## src/rtl/camera_source.sv

```systemverilog
// camera_source: cycle-accurate camera sensor emulator producing blanked frames of test patterns.
// Define CAM_SRC_PRBS_EN to turn pattern 3 into an 8-bit PRBS instead of frame_count[7:0].
module camera_source #(
  parameter int WIDTH  = 16,
  parameter int HEIGHT = 8,
  parameter int HBLANK = 4,
  parameter int VBLANK = 8
) (
  input  logic        clk,
  input  logic        rst_n,
  input  logic        enable,
  input  logic [1:0]  pattern_sel,
  output logic        cam_valid,
  output logic        cam_sof,
  output logic        cam_eol,
  output logic [7:0]  cam_pixel,
  output logic [15:0] frame_count,
  output logic        busy
);

  // A one-pixel-wide or one-line-tall frame still needs a 1-bit counter.
  localparam int XW = (WIDTH  > 1) ? $clog2(WIDTH)  : 1;
  localparam int YW = (HEIGHT > 1) ? $clog2(HEIGHT) : 1;
  localparam logic [XW-1:0] X_LAST  = XW'(WIDTH - 1);
  localparam logic [YW-1:0] Y_LAST  = YW'(HEIGHT - 1);
  localparam logic [XW-1:0] X_ONE   = XW'(1);
  localparam logic [YW-1:0] Y_ONE   = YW'(1);
  localparam logic [15:0]   HB_LAST = 16'(HBLANK - 1);
  localparam logic [15:0]   VB_LAST = 16'(VBLANK - 1);
  localparam bit            HB_NONE = (HBLANK == 0);

  typedef enum logic [1:0] {
    ST_IDLE   = 2'd0,
    ST_ACTIVE = 2'd1,
    ST_HBLANK = 2'd2,
    ST_VBLANK = 2'd3
  } state_t;

  state_t        state_r;
  logic [XW-1:0] x_r;
  logic [YW-1:0] y_r;
  logic [15:0]   bcnt_r;
  logic [1:0]    pat_r;
  logic [15:0]   frame_count_r;
  logic          valid_r;
  logic          sof_r;
  logic          eol_r;
  logic [7:0]    pixel_r;
  logic          busy_r;
  logic [7:0]    pixel_s;
  logic          start_s;

`ifdef CAM_SRC_PRBS_EN
  logic [7:0]    lfsr_r;

  function automatic logic [7:0] lfsr_next(input logic [7:0] v);
    return {v[6:0], v[7] ^ v[5] ^ v[4] ^ v[3]};
  endfunction
`endif

  // Pixel value for the current (x,y) under the pattern latched at frame start.
  always_comb begin
    pixel_s = 8'h00;
    case (pat_r)
      2'd0: pixel_s = 8'(x_r) + 8'(y_r);
      2'd1: pixel_s = 8'h80;
      2'd2: pixel_s = (x_r[0] ^ y_r[0]) ? 8'hFF : 8'h00;
      2'd3: begin
`ifdef CAM_SRC_PRBS_EN
        pixel_s = lfsr_r;
`else
        pixel_s = frame_count_r[7:0];
`endif
      end
      default: pixel_s = 8'h00;
    endcase
  end

  // A new frame may only begin from idle or on the final vertical blanking cycle.
  always_comb begin
    start_s = 1'b0;
    if (enable && ((state_r == ST_IDLE) ||
                   ((state_r == ST_VBLANK) && (bcnt_r == VB_LAST)))) begin
      start_s = 1'b1;
    end else begin
      start_s = 1'b0;
    end
  end

  // Frame sequencer; output registers present the state one cycle later.
  always_ff @(posedge clk or negedge rst_n) begin
    if (!rst_n) begin
      state_r       <= ST_IDLE;
      x_r           <= '0;
      y_r           <= '0;
      bcnt_r        <= 16'd0;
      pat_r         <= 2'd0;
      frame_count_r <= 16'd0;
      valid_r       <= 1'b0;
      sof_r         <= 1'b0;
      eol_r         <= 1'b0;
      pixel_r       <= 8'h00;
      busy_r        <= 1'b0;
`ifdef CAM_SRC_PRBS_EN
      lfsr_r        <= 8'h01;
`endif
    end else begin
      busy_r <= (state_r != ST_IDLE);
      if (state_r == ST_ACTIVE) begin
        valid_r <= 1'b1;
        sof_r   <= (x_r == '0) && (y_r == '0);
        eol_r   <= (x_r == X_LAST);
        pixel_r <= pixel_s;
      end else begin
        valid_r <= 1'b0;
        sof_r   <= 1'b0;
        eol_r   <= 1'b0;
        pixel_r <= 8'h00;
      end

      if (start_s) begin
        state_r       <= ST_ACTIVE;
        x_r           <= '0;
        y_r           <= '0;
        bcnt_r        <= 16'd0;
        pat_r         <= pattern_sel;
        frame_count_r <= frame_count_r + 16'd1;
`ifdef CAM_SRC_PRBS_EN
        lfsr_r        <= 8'h01;
`endif
      end else begin
        case (state_r)
          ST_IDLE: state_r <= ST_IDLE;
          ST_ACTIVE: begin
`ifdef CAM_SRC_PRBS_EN
            lfsr_r <= lfsr_next(lfsr_r);
`endif
            if (x_r == X_LAST) begin
              x_r    <= '0;
              bcnt_r <= 16'd0;
              if (y_r == Y_LAST) begin
                state_r <= ST_VBLANK;
              end else if (HB_NONE) begin
                y_r <= y_r + Y_ONE;
              end else begin
                state_r <= ST_HBLANK;
              end
            end else begin
              x_r <= x_r + X_ONE;
            end
          end
          ST_HBLANK: begin
            if (bcnt_r == HB_LAST) begin
              state_r <= ST_ACTIVE;
              y_r     <= y_r + Y_ONE;
            end else begin
              bcnt_r <= bcnt_r + 16'd1;
            end
          end
          ST_VBLANK: begin
            if (bcnt_r == VB_LAST) begin
              state_r <= ST_IDLE;
            end else begin
              bcnt_r <= bcnt_r + 16'd1;
            end
          end
          default: state_r <= ST_IDLE;
        endcase
      end
    end
  end

  assign cam_valid   = valid_r;
  assign cam_sof     = sof_r;
  assign cam_eol     = eol_r;
  assign cam_pixel   = pixel_r;
  assign frame_count = frame_count_r;
  assign busy        = busy_r;

endmodule
```

## config.mk

```make
export PLATFORM = sky130hd
export DESIGN_NAME = camera_source
export DESIGN_NICKNAME = d
export VERILOG_FILES = /design/src/rtl/camera_source.sv
export SDC_FILE = /design/constraint.sdc
export NUM_CORES = 1
export LEC_CHECK = 0
export ABC_AREA = 1
export CORE_AREA = 5 5 81 83
export DETAILED_ROUTE_END_ITERATION = 10
export DIE_AREA = 0 0 86 88
export PLACE_DENSITY = 0.92
export SLEW_MARGIN = 10
export SYNTH_ARGS = -nofsm -noshare
export SYNTH_HDL_FRONTEND = slang
export SYNTH_SLANG_ARGS = --single-unit
```

## constraint.sdc

```tcl
create_clock -name clk -period 2.4 [get_ports clk]
set_input_delay 0.72 -clock clk [delete_from_list [all_inputs] [get_ports clk]]
set_output_delay 0.72 -clock clk [all_outputs]
set_load 0.005 [all_outputs]
```

==> results of run 1 <==
cell families after synthesis:
kind of cell	count (synthesis)	synth area share, %
and+or+nand+nor	286	36.3
buffers and inverters	67	8.03
DFF	55	40.3
AOI/OAI and AO/OA	33	5.46
adders and majority gates	16	6.09
xor gates and xnor gates	15	3.85
routing by layer:
metal	up-vias	track usage, %
met3	23	3.20
li1	1559	-
met1	1487	26.2
met2	117	38.5
met4	0	11.1
met5	-	0
final cells by class:
cell class	instances	area (µm²)	share of cell area, %
inverters	56	210	5.36
flip-flops and latches	55	1380	35.1
multi-input cells	350	1760	45.0
repair buffers	36	370	9.45
well taps	75	93.8	2.39
clock inverters	2	37.5	0.958
clock buffers	5	68.8	1.76
worst register-to-register path, cell delays in order, from the launching register on:
cell     delay (ns)
dfrtp_1        0.48
ha_1           0.25
nand3_1        0.11
nor2_1         0.15
nand3_2        0.12
nand2_1        0.11
nand2_2        0.13
nand2_4        0.20
nand2_4        0.16
nand2_1        0.10
nand2_1        0.07
cells in the final DEF, fill, tap and decap left out, types with 3 or more instances in the layout:
master	instances
nand4_1	11
nand3_1	49
or2_2	6
ha_1	15
clkbuf_8	5
nand2_1	142
nor3_1	12
dfrtp_1	55
nand3b_1	3
inv_1	55
clkdlybuf4s50_1	31
a21oi_1	13
xnor2_1	5
o21ai_0	11
xor2_1	10
nor2_1	57
worst max-delay path by stage:
stage | from | to | slack [ns]
5_1_grt | bcnt_r[0]$_DFFE_PN0P_ | bcnt_r[2]$_DFFE_PN0P_ | 0.29
3_3_place_gp | enable | bcnt_r[14]$_DFFE_PN0P_ | 0.41
4_1_cts | frame_count[7]$_DFFE_PN0P_ | frame_count[7] | 0.32
6_report | frame_count[7]$_DFFE_PN0P_ | frame_count[7] | 0.32
3_5_place_dp | enable | bcnt_r[13]$_DFFE_PN0P_ | 0.35
2_1_floorplan | bcnt_r[0]$_DFFE_PN0P_ | bcnt_r[11]$_DFFE_PN0P_ | 0.79
registers in the layout (all words and copies together) (netlist names):
register and flops:
frame_count 16, cam_eol 1, cam_valid 1, cam_sof 1
pat_r 2, cam_pixel 8, bcnt_r 16, state_r 2
busy 1, x_r 4, y_r 3
power groups by stage:
stage	Sequential (µW)	Combinational, µW	Clock [µW]
final	1280	1350	602
after global routing	1310	1490	641
after CTS	1280	1340	610
after detailed placement	1300	1330	0
after global placement	1280	1280	0
after floorplan	1270	856	0
stage by stage:
stage	util (%)	worst slack [ns]	hold WS, ns
after floorplan	-	0.785	0.424
after global routing	67.8	0.285	0.506
after CTS	67.8	0.317	0.468
after detailed placement	66.0	0.351	0.521
final	67.8	0.320	0.451
after global placement	66.0	0.406	0.509
==> qor.txt, run 1 <==
Tightest Pin Transition - 0.714 ns
clk_lat worst skew - 0.30 ns
CP max-delay cell - clkdlybuf4s50_1
Crit Path Category - reg2out
worst path bufs/invs - 1
largest net degree at the start of global routing - 33
Final HPWL DP - 5820 µm
Post-DP Area - 3810 µm²
DR WL met2 - 3770 µm
R2R cell count - 10
die area - 7570 µm²
Clock transition at path regs - 0.10 ns
Setup Buffers After CTS - 0
Post-DRT Antenna Nets - 0
clock buffer depth - 2
synthesized instance count - 472
vias - 3186
Synth area leader - dfrtp_1
crit path time final - 2.08 ns
global-route wire length before repair - 13500 µm
sequential share of the synthesized area - 40.3%
leakage - 0.00196 µW
CP required - 1.68 ns
Sw Ratio - 40.6%
Logic pwr share - 41.7%
outcome - complete, no violations
vias in the first global route - 3102
fin nets - 525
cell count along the critical path - 1
H-tree Lvls - 2
# DRC - 0
routed vias/inst - 5.50
critical path cell sequence - clkdlybuf4s50_1
Root Driver - clkbuf_8
Sink Count - 55
cell count after placement - 572
Post-synth EDFFs - 0
Synth Cell Area - 3410 µm²
Post-synth top cells - nand2_1, nor2_1, dfrtp_1, inv_1, nand3_1
M1 WL - 3260 µm
routability cong. - 0.870
num rows - 28
max_cap viols - 0
TNS Setup - 0 ns
Horiz. Die Dim - 86 µm
clock share of power - 18.6%
crit path launch type - flop
FILL cells - 472
asr flop ratio synth - 100%
largest cells by area after synthesis - dfrtp_1, nand2_1, nand3_1
CP Capture Type - output pin
RSZ-0062 raised after global routing - no
P_sw - 1310 µW
Mapped Nets - 493
Die Ht - 88 µm
design area - 3920 µm²
peak supply drop - 0.000459 V
Met3 Wirelength - 563 µm
Fmax - 0.481 GHz
FF-to-FF Start - bcnt_r[0]$_DFFE_PN0P_
FF-to-FF End - bcnt_r[5]$_DFFE_PN0P_
Final Slew Violations - 0
Rel. slew slack - 52.4%
CTS resizes - 0
share of cells above drive strength 1 - 4.96%
post-synth top area share - 40.3%
initial antenna violation count - 0
WL/cell - 13.5 µm
CTS tree - done
CTS Buf Count - 5
final worst path period share - 86.7%
Buffers on Ports - 32
CP Max Fanout - 6
Layout Cells excl Fill - 579
Syn Area/Cell - 7.23 µm²
overflow left after global routing - 0
drt first pass iters - 6
Synth Warn # - 0
Unique masters post-synth - 33
clock skew - 0.00451 ns
type of the tightest min-delay check - in2async
Largest delay share family, worst path - buffers and inverters
core area - 5780 µm²
uppermost layer routed - met4
GRT Overall Usage - 21.9%
crit path DAT - 1.36 ns
routed wire length - 7820 µm
Int Power - 1920 µW
Flop pwr share - 39.7%
Post-CTS Hold Buffers - 0
most frequent cell after synthesis - nand2_1
worst reg2reg setup slack - 0.42 ns
initial DRC count - 322
setup violators final - 0
Antenna Cells - 0
overall power - 3230 µW
synthesized flop and latch total - 55
Final Hold Viols - 0
Area growth syn-to-layout - 14.8%
pwr dens - 824 nW/µm²
Initial Util - 59.0%
max incr delay on CP - 0.56 ns
Most used DFF post-synth - dfrtp_1
# IOs - 33
Power figures use the tool's default switching activity.
==> run 2: changes to the inputs <==
Settings changed: CELL_PAD_IN_SITES_DETAIL_PLACEMENT set to 2, CELL_PAD_IN_SITES_GLOBAL_PLACEMENT set to 2, CORE_AREA 5 5 81 83 to 5 5 105 107, DIE_AREA 0 0 86 88 to 0 0 110 112.
==> run 2 against run 1 <==
  * Sequential share of layout area decreased by 0.58 points
  * Cell area increased by 1.7%
  * Clock-buffer cell count unchanged
  * Power increased by 2.7%
  * Clock power decreased by 7.8%
  * Clock skew increased by 0.0077 ns
  * Wire length increased by 41%
  * Critical endpoint is now frame_count[0]
==> qor.txt, run 2 (synthesis results as in run 1) <==
Post-DRT Antenna Nets - 0
CTS tree - done
leakage - 0.00195 µW
Post-DP Area - 3900 µm²
core area - 10000 µm²
H-tree Lvls - 2
clock buffer depth - 2
Final HPWL DP - 8380 µm
Worst Slack Setup Final - 0.309 ns
Post-CTS Hold Buffers - 0
M2 GR Usage - 36.2%
worst reg2reg setup slack - 0.33 ns
most frequent cells in the layout - nand2_1, nor2_1, inv_1, dfrtp_1, nand3_1
max_cap viols - 0
initial antenna violation count - 0
Fmax - 0.478 GHz
clk_lat worst skew - 0.33 ns
num rows - 37
CP Max Fanout - 5
fin nets - 526
# DRC - 0
Buffers on Ports - 32
TNS Setup - 0 ns
largest net degree at the start of global routing - 56
max incr delay on CP - 0.56 ns
global-route wire length before repair - 19000 µm
share of cells above drive strength 1 - 5.34%
crit path launch type - flop
crit path DAT - 1.37 ns
cell count along the critical path - 1
CP max-delay cell - clkdlybuf4s50_1
FF-to-FF End - frame_count[3]$_DFFE_PN0P_
GR Layer Usage met3 - 2.61%
type of the tightest min-delay check - in2async
CTS resizes - 0
FF-to-FF Start - bcnt_r[0]$_DFFE_PN0P_
CP Capture Type - output pin
critical path cell sequence - clkdlybuf4s50_1
cell count after placement - 634
routability cong. - 0.813
vias in the first global route - 3664
Largest delay share family, worst path - buffers and inverters
most used routing layer in global routing - met2
crit path time final - 2.09 ns
Root Driver - clkbuf_8
CP required - 1.68 ns
FILL cells - 1195
Setup Buffers After CTS - 0
outcome - complete, no violations
peak supply drop - 0.000317 V
Post-Place Worst Slack - 0.214 ns
Antenna Cells - 0
Rel. slew slack - 56.9%
initial DRC count - 137
Clock transition at path regs - 0.11 ns
drt first pass iters - 4
pwr dens - 832 nW/µm²
Final Slew Violations - 0
Tightest Pin Transition - 0.641 ns
design area - 3990 µm²
die area - 12300 µm²
WL/cell - 17.2 µm
met1 Resource Use GR - 22.8%
final worst path period share - 87.1%
Initial Util - 34.0%
R2R cell count - 9
Worst Setup SP - frame_count[0]$_DFFE_PN0P_
Area growth syn-to-layout - 16.8%
overflow left after global routing - 0
commonest non-fill, non-tap cell in the layout - nand2_1
RSZ-0062 raised after global routing - no
overall power - 3320 µW
crit path capture - frame_count[0]
Sink Count - 55
Horiz. Die Dim - 110 µm
clock skew - 0.0122 ns
routed vias/inst - 5.03
Crit Path Category - reg2out
GRT Overall Usage - 19.3%
# IOs - 33
vias - 3231
worst path bufs/invs - 1
Layout Cells excl Fill - 642
setup violators final - 0
routed wire length - 11000 µm
Die Ht - 112 µm
Final Hold Viols - 0
CTS Buf Count - 5
==> run 2: metal layers <==
layer | vias up | wire length [µm]
li1 | 1559 | -
met1 | 1621 | 4600
met2 | 37 | 6040
met3 | 14 | 258
met4 | 0 | 149
met5 | - | 0
==> run 2: cell type report <==
| type | instances | area [µm²] | share of cell area [%] |
|---|---|---|---|
| clock buffer | 5 | 68.8 | 1.73 |
| sequential | 55 | 1380 | 34.5 |
| inverter | 56 | 210 | 5.27 |
| multi-input combinational | 350 | 1760 | 44.2 |
| timing repair buffer | 37 | 378 | 9.48 |
| tap | 136 | 170 | 4.27 |
| clock inverter | 3 | 20.0 | 0.502 |
==> run 2: worst min path at each step <==
stage                                startpoint                          end  slack (ns)
finish                                    rst_n   frame_count[3]$_DFFE_PN0P_        0.38
global route                              rst_n         pat_r[1]$_DFFE_PN0P_        0.39
CTS                                       rst_n   frame_count[3]$_DFFE_PN0P_        0.39
detailed placement  frame_count[15]$_DFFE_PN0P_  frame_count[15]$_DFFE_PN0P_        0.55
global placement    frame_count[15]$_DFFE_PN0P_  frame_count[15]$_DFFE_PN0P_        0.51
floorplan                                 rst_n        bcnt_r[0]$_DFFE_PN0P_        0.42
==> run 2: through the flow <==
step / hold WS (ns) / utilization [%]
global route: 0.395 / 39.7
detailed placement: 0.549 / 38.8
CTS: 0.394 / 39.7
global placement: 0.512 / 38.8
finish: 0.375 / 39.7
floorplan: 0.424 / -
==> run 2: report_power, final <==
group          total [µW]  internal, µW  switching, µW
registers            1300          1100            200
clock network         555           205            350
logic                1460           523            941
total                3320          1830           1490
==> run 3: changes to the inputs <==
Settings changed: GPL_ROUTABILITY_DRIVEN set to 0.
==> results of run 3 <==
No change in the layout: final DEF, timing and power equal those of run 2.
